### config.mk
export PLATFORM = sky130hd
export DESIGN_NAME = pipe_ctrl_flat
export DESIGN_NICKNAME = d
export VERILOG_FILES = /design/src/rtl/pipe_ctrl_pkg.sv /design/src/rtl/pipe_ctrl_if.sv /design/src/rtl/pipe_ctrl_wdog.sv /design/src/rtl/pipe_ctrl.sv /design/src/flat_wrapper.sv
export SDC_FILE = /design/constraint.sdc
export NUM_CORES = 1
export LEC_CHECK = 0
export CORE_MARGIN = 2
export CORE_UTILIZATION = 31
export CTS_CLUSTER_DIAMETER = 120
export DETAILED_ROUTE_END_ITERATION = 16
export PLACE_DENSITY = 0.8
export RECOVER_POWER = 100
export SKIP_CTS_REPAIR_TIMING = 1
export SLEW_MARGIN = 20
export SYNTH_ARGS = -nofsm -noshare
export SYNTH_HDL_FRONTEND = slang
export SYNTH_SLANG_ARGS = --single-unit
### constraint.sdc
create_clock -name i_clk -period 2.5 [get_ports i_clk]
set_input_delay 0.75 -clock i_clk [delete_from_list [all_inputs] [get_ports i_clk]]
set_output_delay 0.75 -clock i_clk [all_outputs]
set_load 0.05 [all_outputs]
### src/rtl/pipe_ctrl_pkg.sv
// Shared core package: hold-level encoding, pipeline sequencer states,
// bus widths and the CPU reset vector.
package literiscv_pkg;

    localparam int InstAddrBus = 32;
    localparam int HoldFlagBus = 3;
    localparam logic [InstAddrBus-1:0] CpuResetAddr = 32'h0000_0000;

    // Pipeline hold levels; a higher value stalls more of the front end.
    typedef enum logic [HoldFlagBus-1:0] {
        HoldNone = 3'd0,
        HoldPc   = 3'd1,
        HoldIf   = 3'd2,
        HoldId   = 3'd3
    } hold_e;

    typedef enum logic [1:0] {
        ST_RUN,
        ST_DRAIN,
        ST_HALTED,
        ST_RSTSEQ
    } state_e;

    function automatic hold_e hold_max(hold_e a, hold_e b);
        return (a > b) ? a : b;
    endfunction

endpackage

### src/rtl/pipe_ctrl_if.sv
// Request/response bundle between the core stages and pipe_ctrl.
//   master : the core side (drives i_* requests, observes o_* controls)
//   slave  : pipe_ctrl itself
interface pipe_ctrl_if;
    import literiscv_pkg::*;

    logic                   i_ex_jump_flag;
    logic [InstAddrBus-1:0] i_ex_jump_addr;
    logic                   i_ex_hold_req;
    logic                   i_rib_hold_req;
    logic                   i_clint_int_flag;
    logic [InstAddrBus-1:0] i_clint_int_addr;
    logic                   i_clint_hold_req;
    logic                   i_jtag_halt_req;
    logic                   i_jtag_reset_req;
    logic [HoldFlagBus-1:0] o_hold_flag;
    logic                   o_jump_flag;
    logic [InstAddrBus-1:0] o_jump_addr;
    logic                   o_jtag_reset_flag;
    logic                   o_halted;
    logic                   o_bus_timeout;

    modport master (
        output i_ex_jump_flag, i_ex_jump_addr, i_ex_hold_req, i_rib_hold_req,
               i_clint_int_flag, i_clint_int_addr, i_clint_hold_req,
               i_jtag_halt_req, i_jtag_reset_req,
        input  o_hold_flag, o_jump_flag, o_jump_addr, o_jtag_reset_flag,
               o_halted, o_bus_timeout
    );

    modport slave (
        input  i_ex_jump_flag, i_ex_jump_addr, i_ex_hold_req, i_rib_hold_req,
               i_clint_int_flag, i_clint_int_addr, i_clint_hold_req,
               i_jtag_halt_req, i_jtag_reset_req,
        output o_hold_flag, o_jump_flag, o_jump_addr, o_jtag_reset_flag,
               o_halted, o_bus_timeout
    );

endinterface

### src/rtl/pipe_ctrl_wdog.sv
// Bus-stall watchdog: counts consecutive bus-hold cycles, saturating at
// BusTimeout, and raises a sticky timeout flag once the limit is reached.
//   i_clk, i_rst : clock, synchronous active-high reset
//   rib_hold_i   : bus-arbiter stall request
//   timeout_o    : sticky timeout flag (cleared only by i_rst)
module pipe_ctrl_wdog #(
    parameter int BusTimeout = 256
) (
    input  logic i_clk,
    input  logic i_rst,
    input  logic rib_hold_i,
    output logic timeout_o
);
    localparam int CW = $clog2(BusTimeout + 1);
    localparam logic [CW-1:0] Lim = CW'(BusTimeout);

    logic [CW-1:0] cnt_q, cnt_d;
    logic          to_q;

    always_comb begin
        cnt_d = '0;
        if (rib_hold_i)
            cnt_d = (cnt_q == Lim) ? cnt_q : cnt_q + CW'(1);
    end

    always_ff @(posedge i_clk) begin
        if (i_rst) begin
            cnt_q <= '0;
            to_q  <= 1'b0;
        end else begin
            cnt_q <= cnt_d;
            if (cnt_d == Lim)
                to_q <= 1'b1;
        end
    end

    assign timeout_o = to_q;

endmodule

### src/rtl/pipe_ctrl.sv
// Central pipeline sequencer. Merges stage hold/redirect requests into one
// hold level and one jump pair (combinational, sampled by the PC register
// on the next edge) and sequences JTAG halt / JTAG reset.
//   i_clk, i_rst : clock, synchronous active-high reset
//   bus          : pipe_ctrl_if.slave - requests in, hold/jump/status out
module pipe_ctrl
    import literiscv_pkg::*;
#(
    parameter int RstCycles  = 4,
    parameter int BusTimeout = 256
) (
    input  logic        i_clk,
    input  logic        i_rst,
    pipe_ctrl_if.slave  bus
);
    localparam int RCW = (RstCycles > 1) ? $clog2(RstCycles) : 1;

    state_e           state_q, state_d;
    logic [RCW-1:0]   rcnt_q, rcnt_d;
    logic             halted_q, jrst_q;
    hold_e            hold_d, req_hold;
    logic             jump_d, redir_flag, stall_any;
    logic [InstAddrBus-1:0] addr_d, redir_addr;

    // Execute jump wins over the interrupt redirect.
    assign redir_flag = bus.i_ex_jump_flag | bus.i_clint_int_flag;
    assign redir_addr = bus.i_ex_jump_flag   ? bus.i_ex_jump_addr :
                        bus.i_clint_int_flag ? bus.i_clint_int_addr : '0;
    assign stall_any  = bus.i_ex_hold_req | bus.i_rib_hold_req | bus.i_clint_hold_req;

    // Any redirect must flush IF/ID, so it ranks with the stage stalls.
    assign req_hold = (bus.i_ex_hold_req | bus.i_clint_hold_req | redir_flag) ? HoldId :
                      bus.i_rib_hold_req ? HoldPc : HoldNone;

    always_comb begin
        state_d = state_q;
        rcnt_d  = rcnt_q;
        hold_d  = HoldNone;
        jump_d  = 1'b0;
        addr_d  = '0;
        case (state_q)
            ST_RUN: begin
                hold_d = req_hold;
                jump_d = redir_flag;
                addr_d = redir_addr;
                if (bus.i_jtag_halt_req)
                    state_d = stall_any ? ST_DRAIN : ST_HALTED;
            end
            ST_DRAIN: begin
                // Freeze fetch while in-flight stalls finish; jumps still pass.
                hold_d = hold_max(req_hold, HoldPc);
                jump_d = redir_flag;
                addr_d = redir_addr;
                if (!bus.i_jtag_halt_req)
                    state_d = ST_RUN;
                else if (!stall_any)
                    state_d = ST_HALTED;
            end
            ST_HALTED: begin
                hold_d = HoldId;
                if (!bus.i_jtag_halt_req)
                    state_d = ST_RUN;
            end
            ST_RSTSEQ: begin
                hold_d = HoldId;
                rcnt_d = rcnt_q + RCW'(1);
                if (rcnt_q == RCW'(RstCycles - 1)) begin
                    state_d = ST_RUN;
                    rcnt_d  = '0;
                end
            end
            default: state_d = ST_RUN;
        endcase
        // Debugger reset overrides everything and restarts the sequence.
        if (bus.i_jtag_reset_req) begin
            state_d = ST_RSTSEQ;
            rcnt_d  = '0;
        end
    end

    always_ff @(posedge i_clk) begin
        if (i_rst) begin
            state_q  <= ST_RUN;
            rcnt_q   <= '0;
            halted_q <= 1'b0;
            jrst_q   <= 1'b0;
        end else begin
            state_q  <= state_d;
            rcnt_q   <= rcnt_d;
            halted_q <= (state_d == ST_HALTED);
            jrst_q   <= (state_d == ST_RSTSEQ);
        end
    end

    pipe_ctrl_wdog #(.BusTimeout(BusTimeout)) u_wdog (
        .i_clk      (i_clk),
        .i_rst      (i_rst),
        .rib_hold_i (bus.i_rib_hold_req),
        .timeout_o  (bus.o_bus_timeout)
    );

    assign bus.o_hold_flag       = hold_d;
    assign bus.o_jump_flag       = jump_d;
    assign bus.o_jump_addr       = addr_d;
    assign bus.o_jtag_reset_flag = jrst_q;
    assign bus.o_halted          = halted_q;

endmodule

### src/flat_wrapper.sv
// flat-port wrapper written by rule: the top's interface ports become plain ports
module pipe_ctrl_flat import literiscv_pkg::*;
#(
    parameter int RstCycles  = 4,
    parameter int BusTimeout = 256
)
  (i_clk, i_rst, bus_i_ex_jump_flag, bus_i_ex_jump_addr, bus_i_ex_hold_req, bus_i_rib_hold_req, bus_i_clint_int_flag, bus_i_clint_int_addr, bus_i_clint_hold_req, bus_i_jtag_halt_req, bus_i_jtag_reset_req, bus_o_hold_flag, bus_o_jump_flag, bus_o_jump_addr, bus_o_jtag_reset_flag, bus_o_halted, bus_o_bus_timeout);
  pipe_ctrl_if bus_i ();
  input  logic i_clk;
  input  logic i_rst;
  input wire logic [$bits(bus_i.i_ex_jump_flag)-1:0] bus_i_ex_jump_flag;
  input wire logic [$bits(bus_i.i_ex_jump_addr)-1:0] bus_i_ex_jump_addr;
  input wire logic [$bits(bus_i.i_ex_hold_req)-1:0] bus_i_ex_hold_req;
  input wire logic [$bits(bus_i.i_rib_hold_req)-1:0] bus_i_rib_hold_req;
  input wire logic [$bits(bus_i.i_clint_int_flag)-1:0] bus_i_clint_int_flag;
  input wire logic [$bits(bus_i.i_clint_int_addr)-1:0] bus_i_clint_int_addr;
  input wire logic [$bits(bus_i.i_clint_hold_req)-1:0] bus_i_clint_hold_req;
  input wire logic [$bits(bus_i.i_jtag_halt_req)-1:0] bus_i_jtag_halt_req;
  input wire logic [$bits(bus_i.i_jtag_reset_req)-1:0] bus_i_jtag_reset_req;
  output wire logic [$bits(bus_i.o_hold_flag)-1:0] bus_o_hold_flag;
  output wire logic [$bits(bus_i.o_jump_flag)-1:0] bus_o_jump_flag;
  output wire logic [$bits(bus_i.o_jump_addr)-1:0] bus_o_jump_addr;
  output wire logic [$bits(bus_i.o_jtag_reset_flag)-1:0] bus_o_jtag_reset_flag;
  output wire logic [$bits(bus_i.o_halted)-1:0] bus_o_halted;
  output wire logic [$bits(bus_i.o_bus_timeout)-1:0] bus_o_bus_timeout;
  assign bus_i.i_ex_jump_flag = bus_i_ex_jump_flag;
  assign bus_i.i_ex_jump_addr = bus_i_ex_jump_addr;
  assign bus_i.i_ex_hold_req = bus_i_ex_hold_req;
  assign bus_i.i_rib_hold_req = bus_i_rib_hold_req;
  assign bus_i.i_clint_int_flag = bus_i_clint_int_flag;
  assign bus_i.i_clint_int_addr = bus_i_clint_int_addr;
  assign bus_i.i_clint_hold_req = bus_i_clint_hold_req;
  assign bus_i.i_jtag_halt_req = bus_i_jtag_halt_req;
  assign bus_i.i_jtag_reset_req = bus_i_jtag_reset_req;
  assign bus_o_hold_flag = bus_i.o_hold_flag;
  assign bus_o_jump_flag = bus_i.o_jump_flag;
  assign bus_o_jump_addr = bus_i.o_jump_addr;
  assign bus_o_jtag_reset_flag = bus_i.o_jtag_reset_flag;
  assign bus_o_halted = bus_i.o_halted;
  assign bus_o_bus_timeout = bus_i.o_bus_timeout;
  pipe_ctrl #(.RstCycles(RstCycles), .BusTimeout(BusTimeout)) u_core (.i_clk(i_clk), .i_rst(i_rst), .bus(bus_i));
endmodule
After elaboration in Yosys (flattened, before gate mapping)
Index checks and enable logic that the tools add are counted.
{ "totals": {"regBits": 16, "latch_bits": 0, "ramBits": 0, "rom_bits": 0, "output_inout_bits": 39, "elab_cells": 45, "n_memories": 0} }
{ "classes": {"addsub": 2, "mul": 0, "div": 0, "order_cmp": 1, "eq_ne": 8, "n_shift": 0, "muxes": 19, "bitwise": 5, "n_reduce_logical": 4} }
{ "op_table": {"columns": ["op", "n"], "rows": [
  ["32-bit two-way mux", 3],
  ["9-bit == test, second input constant", 2],
  ["9-bit two-way mux", 2],
  ["2-bit two-way mux", 8],
  ["2-bit == test, second input constant", 5],
  ["9-bit by 1-bit adder with 9-bit output, second input constant", 1],
  ["3-bit case mux with 3 select lines", 1],
  ["2-bit case mux with 4 select lines", 1],
  ["3-bit two-way mux", 2],
  ["2-bit OR reduction", 3],
  ["1-bit OR", 5],
  ["3-bit by 1-bit > comparator with 1-bit output, second input constant", 1],
  ["2-bit by 1-bit adder with 2-bit output, second input constant", 1],
  ["2-bit by 1-bit == test with 1-bit output, second input constant", 1],
  ["2-bit logical NOT", 1],
  ["1-bit two-way mux", 2]
]} }

Logic depth before layout (Yosys ltp)
Gate-level depths: netlist (run 1).
{ "depth": {"depth_word": 7, "depth_mapped": 6} }

Modules after synthesis
A second synthesis (run 1) with hierarchy kept.
{ "hier_totals": {"cells_unflattened": 173, "hier_area_um2": 1265.0} }
{ "by_module_without_submodules": {"columns": ["mod", "n_inst", "cells_each", "area_each_um2", "seq_area_each_um2"], "rows": [
  ["pipe_ctrl", 1, 107, 711.9, 120.1],
  ["pipe_ctrl_wdog", 1, 66, 553.0, 200.2]
]} }

Worst setup path after synthesis (run 1)
Ideal clock, no wire load.
{ "synth_timing": {"kind": "input -> output", "from": "input port bus_i_ex_jump_flag", "to": "output port bus_o_jump_addr[10]", "arrival_time_ps": 2211, "t_required_ps": 1750, "path_slack_ps": -461, "path_stages": 6, "path_buffers": 3, "cell_sequence": "clkbuf_1 nor2b_1 clkbuf_1 clkbuf_1 a22oi_1 nor2_1"} }
{ "synth_via": {"elab_chain_len": 2} }
{ "synth_rtl": {"columns": ["item", "line_no", "rtl"], "rows": [
  ["start, declared", "flat_wrapper.sv:11", "input wire logic [$bits(bus_i.i_ex_jump_flag)-1:0] bus_i_ex_jump_flag;"],
  ["32-bit two-way mux", "pipe_ctrl.sv:27", "assign redir_addr = bus.i_ex_jump_flag ? bus.i_ex_jump_addr :"],
  ["32-bit two-way mux", "pipe_ctrl.sv:41", "case (state_q)"],
  ["end, declared", "flat_wrapper.sv:22", "output wire logic [$bits(bus_i.o_jump_addr)-1:0] bus_o_jump_addr;"]
]} }
No other way between the ends.

Final worst setup path (run 1)
{ "layout_timing": {"from": "input port bus_i_ex_jump_addr[12]", "to": "output port bus_o_jump_addr[12]"} }
{ "layout_via": {"elab_chain_len": 2} }
{ "layout_rtl": {"columns": ["item", "line_no", "rtl"], "rows": [
  ["start, declared", "flat_wrapper.sv:12", "input wire logic [$bits(bus_i.i_ex_jump_addr)-1:0] bus_i_ex_jump_addr;"],
  ["32-bit two-way mux", "pipe_ctrl.sv:27", null],
  ["32-bit two-way mux", "pipe_ctrl.sv:41", null]
]} }
No other way between the ends.

==> results of run 1 <==
## registers in the layout (all words and copies together) (netlist names)
name,count
u_core.bus.o_jtag_reset_flag,1
u_core.u_wdog.timeout_o,1
u_core.rcnt_q,2
u_core.u_wdog.cnt_q,9
u_core.state_q,2
u_core.bus.o_halted,1
## worst min-delay path: stages (launching register included)
cell and delay, ns:
dfxtp_1 0.32, mux2i_1 0.13, nor3_1 0.05
## per-stage QoR
| stage | TNS (ns) | util | cell area (sq um) | setup slack, ns | hold WS (ns) |
|---|---|---|---|---|---|
| after floorplan | -0.992 | - | 1490 | -0.0992 | 0.504 |
| after global placement | -9.09 | 0.765 | 3020 | -0.360 | 0.519 |
| after detailed placement | -10.07 | 0.765 | 3020 | -0.422 | 0.539 |
| after CTS | -10.23 | 0.776 | 3060 | -0.432 | 0.548 |
| after global routing | -0.618 | 0.799 | 3150 | -0.0792 | 0.590 |
| final | -0.0908 | 0.799 | 3150 | -0.0416 | 0.542 |
## area by class of cell
class                      count  area, sq um
timing repair buffer         121         1540
multi-input combinational    138         1170
sequential                    16          320
inverter                       3         11.3
tap                           50         62.6
clock buffer                   4         45.0
fill                         217          793
## path summary, 6_finish.rpt
| check | endpoint | slack [ns] | depth (start not counted) |
|---|---|---|---|
| max | bus_o_jump_addr[12] | -0.04 | 4 |
| max reg2reg | u_core.bus.o_halted | 0.43 | 6 |
| min reg2reg | u_core.rcnt_q[1] | 0.54 | 2 |
| min | u_core.rcnt_q[1] | 0.54 | 2 |
## per-layer routing
layer  part of all wire  up-vias  track usage
li1                   -      822            -
met4              0.035        0       0.0663
met1               0.34      786        0.222
met3               0.11       21       0.0767
met2               0.51       80        0.406
met5                  0        -            0
## layout by cell type, fill, tap and decap left out, types with 3 or more instances in the layout
cell type,count
a22oi_1,21
nor2_4,32
clkbuf_8,3
xor2_1,4
ha_1,3
buf_6,3
a21oi_1,3
dfxtp_1,16
buf_12,35
nor2_1,21
nand2_1,6
nor3_1,3
buf_4,8
clkdlybuf4s50_1,66
dlygate4sd3_1,4
xnor2_1,5
a22oi_2,12
mux2i_1,4
## kinds of logic after synthesis
kind of cell	count (synthesis)	share of synthesized area
AO/OA/AOI/OAI	40	0.236
XOR/XNOR	9	0.0631
adder cells (fa/ha/maj)	3	0.0301
buffers and inverters	18	0.0601
flip-flops	16	0.257
multiplexers	4	0.0321
other	1	0.00300
AND/OR/NAND/NOR	81	0.319
## power groups by stage
| stage | logic, mW | registers (mW) | clock network [mW] |
|---|---|---|---|
| 2_1_floorplan | 0.312 | 0.277 | 0 |
| 3_3_place_gp | 0.658 | 0.272 | 0 |
| 3_5_place_dp | 0.667 | 0.273 | 0 |
| 4_1_cts | 0.669 | 0.267 | 0.204 |
| 5_1_grt | 0.714 | 0.267 | 0.215 |
| 6_report | 0.689 | 0.267 | 0.199 |
==> results.md, run 1 <==
- Syn Nets: 248
- # rows: 23
- Worst hold path type: reg -> reg
- All-Layer GR Usage: 0.217
- WP buf/inv: 2
- Clk pin slew, worst setup/hold paths: 0.06 ns
- Critical Path RT: 1.75 ns
- Clk_skew: 0.00745 ns
- Dpl cells: 325
- Setup-failing EPs final: 4
- Unique masters post-synth: 33
- Layout Cells excl Fill: 332
- Fin. Hold Viols: 0
- Area Growth Syn to Fin: 152%
- Launch point of the critical path: bus_i_ex_jump_addr[12]
- Average wire per standard cell: 18.2 um
- Fin. max-slew vios: 0
- Clock power frac: 0.173
- Top cell type's share of synthesized area: 0.257
- Full die area: 4550 sq um
- Post-layout min period: 2.54 ns
- Worst r2r src: u_core.state_q[1]
- Fin crit share: 1.02
- PwrDens: 367 nW/um^2
- Leak: 1.19 nW
- First-pass GRT wire length: 7510 um
- Routed wire length: 6030 um
- Die X: 67.5 um
- CP max stage delay: 0.42 ns
- Final global-route overflow total: 0
- Worst Path Arrival: 1.79 ns
- Area leader, netlist: dfxtp_1
- Sequential share of the synthesized area: 0.257
- DRC errors left: 0
- CTS tree: yes
- Clk root buf: clkbuf_8
- Synth cell count leaders: 54 x nor2_1, 33 x a22oi_1, 16 x dfxtp_1
- Num ports: 112
- Status: finished with violations
- Failing checks: setup timing
- Count leader, synth: nor2_1
- RSZ-0062 raised after global routing: true
- Max_cap viols: 0
- Sw Pwr: 0.444 mW
- Synth warn: 0
- Top_reg_cell synth: dfxtp_1
- Layout cells sized above 1: 0.387
- Setup ws final: -0.0416 ns
- Net Sw Frac: 0.385
- Crit Path Max Fanout: 1
- Syn Area/Cell: 7.26 sq um
- Slowest CP cell: clkdlybuf4s50_1
- Post-synth ARST share: 0
- Vias in the first global route: 1,577
- GPL Wtd Cong: 0.782
- Longest Clk Path Bufs: 2
- Hold wc startpoint: u_core.rcnt_q[1]
- Largest delay share family, worst path: buffers and inverters
- Yosys reg bits: 16
- Iteration count of the initial detailed-routing pass: 6
- Area contributors post-synth: dfxtp_1 26%, a22oi_1 20%, nor2_1 16%
- Reg power frac: 0.231
- CTS buffer count: 3
- Initial Util: 0.317
- Post-Syn Area: 1250 sq um
- Crit path cell chain: clkdlybuf4s50_1 -> a22oi_1 -> nor2_4 -> buf_12
- Power share of the combinational group: 0.597
- Slew at the pin closest to its max-slew limit: 1.00 ns
- Dpl hpwl: 4280 um
- P_int: 0.711 mW
- I/O Buffers: 110
- DR vias: 1,709
- Max VDD drop: 398 uV
- F_max: 393 MHz
- Number of synthesized flops with an enable pin: 0
- Worst skew pair latency: 0.25 ns
- Worst rel slew slack: 0.332
- Drt via density: 5.15
- Setup crit end kind: output port
- Tot Pwr: 1.16 mW
- Critical path class: in -> out
- Core area: 3940 sq um
- Critical Path Source Type: input port
- Die height: 67.5 um
- H-tree levels: 1
- Routed Antenna Nets: 0
- Fin nets: 359
- Cells after Synth: 172
- Initial antenna violation count: 0
- Largest net degree at the start of global routing: 36
- Ant diodes: 0
- Clock sinks: 16
- DRT iter0 DRCs: 59
Note: power is estimated with default switching activity, not from simulation.
==> inputs of run 2 (changes only) <==
--- a/config.mk
+++ b/config.mk
@@ -6,10 +6,10 @@
 export NUM_CORES = 1
 export LEC_CHECK = 0
 export CORE_MARGIN = 2
-export CORE_UTILIZATION = 31
+export CORE_UTILIZATION = 30
 export CTS_CLUSTER_DIAMETER = 120
 export DETAILED_ROUTE_END_ITERATION = 16
-export PLACE_DENSITY = 0.8
+export PLACE_DENSITY = 0.78
 export RECOVER_POWER = 100
 export SKIP_CTS_REPAIR_TIMING = 1
 export SLEW_MARGIN = 20
==> results.md, run 2 (synthesized netlist as in run 1, its figures left out) <==
- Status: finished with violations
- Failing checks: setup timing
- Flop-to-flop setup slack: 0.47 ns (+0.04 ns)
- Most common cell after layout, fill and taps aside: clkdlybuf4s50_1
- Die height: 68.5 um (+1.6%)
- Max_cap viols: 0 (unchanged)
- PwrDens: 370 nW/um^2 (+0.76%)
- Area Growth Syn to Fin: 151%
- F_max: 398 MHz (+1.3%)
- Initial antenna violation count: 0 (unchanged)
- Critical Path RT: 1.75 ns (about the same)
- I/O Buffers: 110 (unchanged)
- Full die area: 4690 sq um (+3.1%)
- Longest Clk Path Bufs: 2 (unchanged)
- Fin crit share: 1.00 (-0.0128)
- Number of flip-flops in the largest register: 9 (unchanged)
- DRT iter0 DRCs: 122 (+110%)
- Leak: 1.19 nW (+0.20%)
- Launch point of the critical path: bus_i_rib_hold_req
- Drt via density: 5.14 (about the same)
- Worst rel slew slack: 0.333 (+0.000856)
- Max VDD drop: 410 uV (+3.1%)
- Dpl cells: 325 (unchanged)
- Clock sinks: 16 (unchanged)
- Ant diodes: 0 (unchanged)
- Layout Cells excl Fill: 334 (+0.60%)
- Most frequent cells in the layout: 66 x clkdlybuf4s50_1, 32 x nor2_4, 28 x buf_12, 22 x a22oi_1, 21 x nor2_1
- Num ports: 112 (unchanged)
- Fin nets: 361 (+0.56%)
- Average wire per standard cell: 17.9 um (-1.6%)
- Largest regs: u_core.u_wdog.cnt_q: 9 flops, u_core.rcnt_q: 2 flops, u_core.state_q: 2 flops
- H-tree levels: 1 (unchanged)
- RSZ-0062 raised after global routing: true
- Setup ws final: -0.00954 ns (+0.0321 ns)
- Worst skew pair latency: 0.25 ns (about the same)
- CTS buffer count: 3 (unchanged)
- # rows: 23 (unchanged)
- Vias in the first global route: 1,524 (-3.4%)
- Clk root buf: clkbuf_8
- Fin. max-slew vios: 0 (unchanged)
- Routed wire length: 5960 um (-1.0%)
- Setup crit end kind: output port
- First-pass GRT wire length: 7230 um (-3.7%)
- Setup-failing EPs final: 4 (unchanged)
- Area after DPL: 3000 sq um (-0.41%)
- Hold wc startpoint: u_core.rcnt_q[0]
- All-Layer GR Usage: 0.206 (-0.0106)
- Worst r2r src: u_core.state_q[1]
- Worst hold path type: reg -> reg
- Routed Antenna Nets: 0 (unchanged)
- Initial Util: 0.312 (-0.00456)
- Final global-route overflow total: 0 (unchanged)
- Clk_skew: 0.00220 ns (-0.00525 ns)
- Core area: 4000 sq um (+1.5%)
- Largest reg by FF count: u_core.u_wdog.cnt_q
- Iteration count of the initial detailed-routing pass: 4 (-2)
- Largest net degree at the start of global routing: 36 (unchanged)
- CTS tree: yes
- Fin. Hold Viols: 0 (unchanged)
- Die X: 68.5 um (+1.6%)
- Slew at the pin closest to its max-slew limit: 1.00 ns (-0.00128 ns)
- Post-layout min period: 2.51 ns (-0.0321 ns)
- GPL Wtd Cong: 0.797 (+1.9%)
- Setup TNS: -0.0203 ns (+0.0705 ns)
- Dpl hpwl: 4140 um (-3.2%)
- Final core utilization: 0.785 (-0.0140)
- Worst Path Arrival: 1.76 ns (-0.03 ns)
- Crit Path Max Fanout: 2 (+1)
- Critical Path Source Type: input port
- Clk pin slew, worst setup/hold paths: 0.06 ns (about the same)
- Fin area: 3140 sq um (-0.32%)
- DR vias: 1,718 (+0.53%)
- Critical path class: in -> out
- Tot Pwr: 1.16 mW (+0.44%)
- DRC errors left: 0 (unchanged)
- Layout cells sized above 1: 0.398 (+0.0114)
run 2: path summary, 6_finish.rpt:
kind	endpoint	cells past startpoint
worst max-delay path	bus_o_hold_flag[0]	4
worst min-delay path	u_core.rcnt_q[0]	2
worst max register to register	u_core.bus.o_halted	6
worst min register to register	u_core.rcnt_q[0]	2
run 2: where the power goes:
| group | total, mW | switching [mW] | internal, mW |
|---|---|---|---|
| clock | 0.224 | 0.0847 | 0.140 |
| combinational | 0.669 | 0.344 | 0.325 |
| sequential | 0.267 | 0.00536 | 0.261 |
run 2: worst max-delay path, cell delays in order:
cell    delay, ns
buf_6        0.09
or3_4        0.37
or3b_4       0.38
buf_8        0.16
run 2: through the flow:
step                hold slack, ns  setup slack (ns)
detailed placement           0.547            -0.381
global route                 0.584           -0.0434
finish                       0.550          -0.00954
floorplan                    0.504           -0.0992
CTS                          0.562            -0.385
global placement             0.520            -0.375
run 2: layout make-up:
class | count | area (sq um)
clock buffers | 4 | 55.1
fillers | 246 | 861
inverters | 3 | 11.3
multi-input cells | 138 | 1170
flip-flops and latches | 16 | 324
well taps | 50 | 62.6
repair buffers | 123 | 1520
run 2: routing by layer:
layer  routed length (um)  part of all wire  global-route usage  up-vias
li1                     -                 -                   -      826
met1                 2010              0.34               0.212      814
met2                 3260              0.55               0.398       70
met3                  619              0.10              0.0601        8
met4                   76             0.013              0.0575        0
met5                    0                 0                   0        -
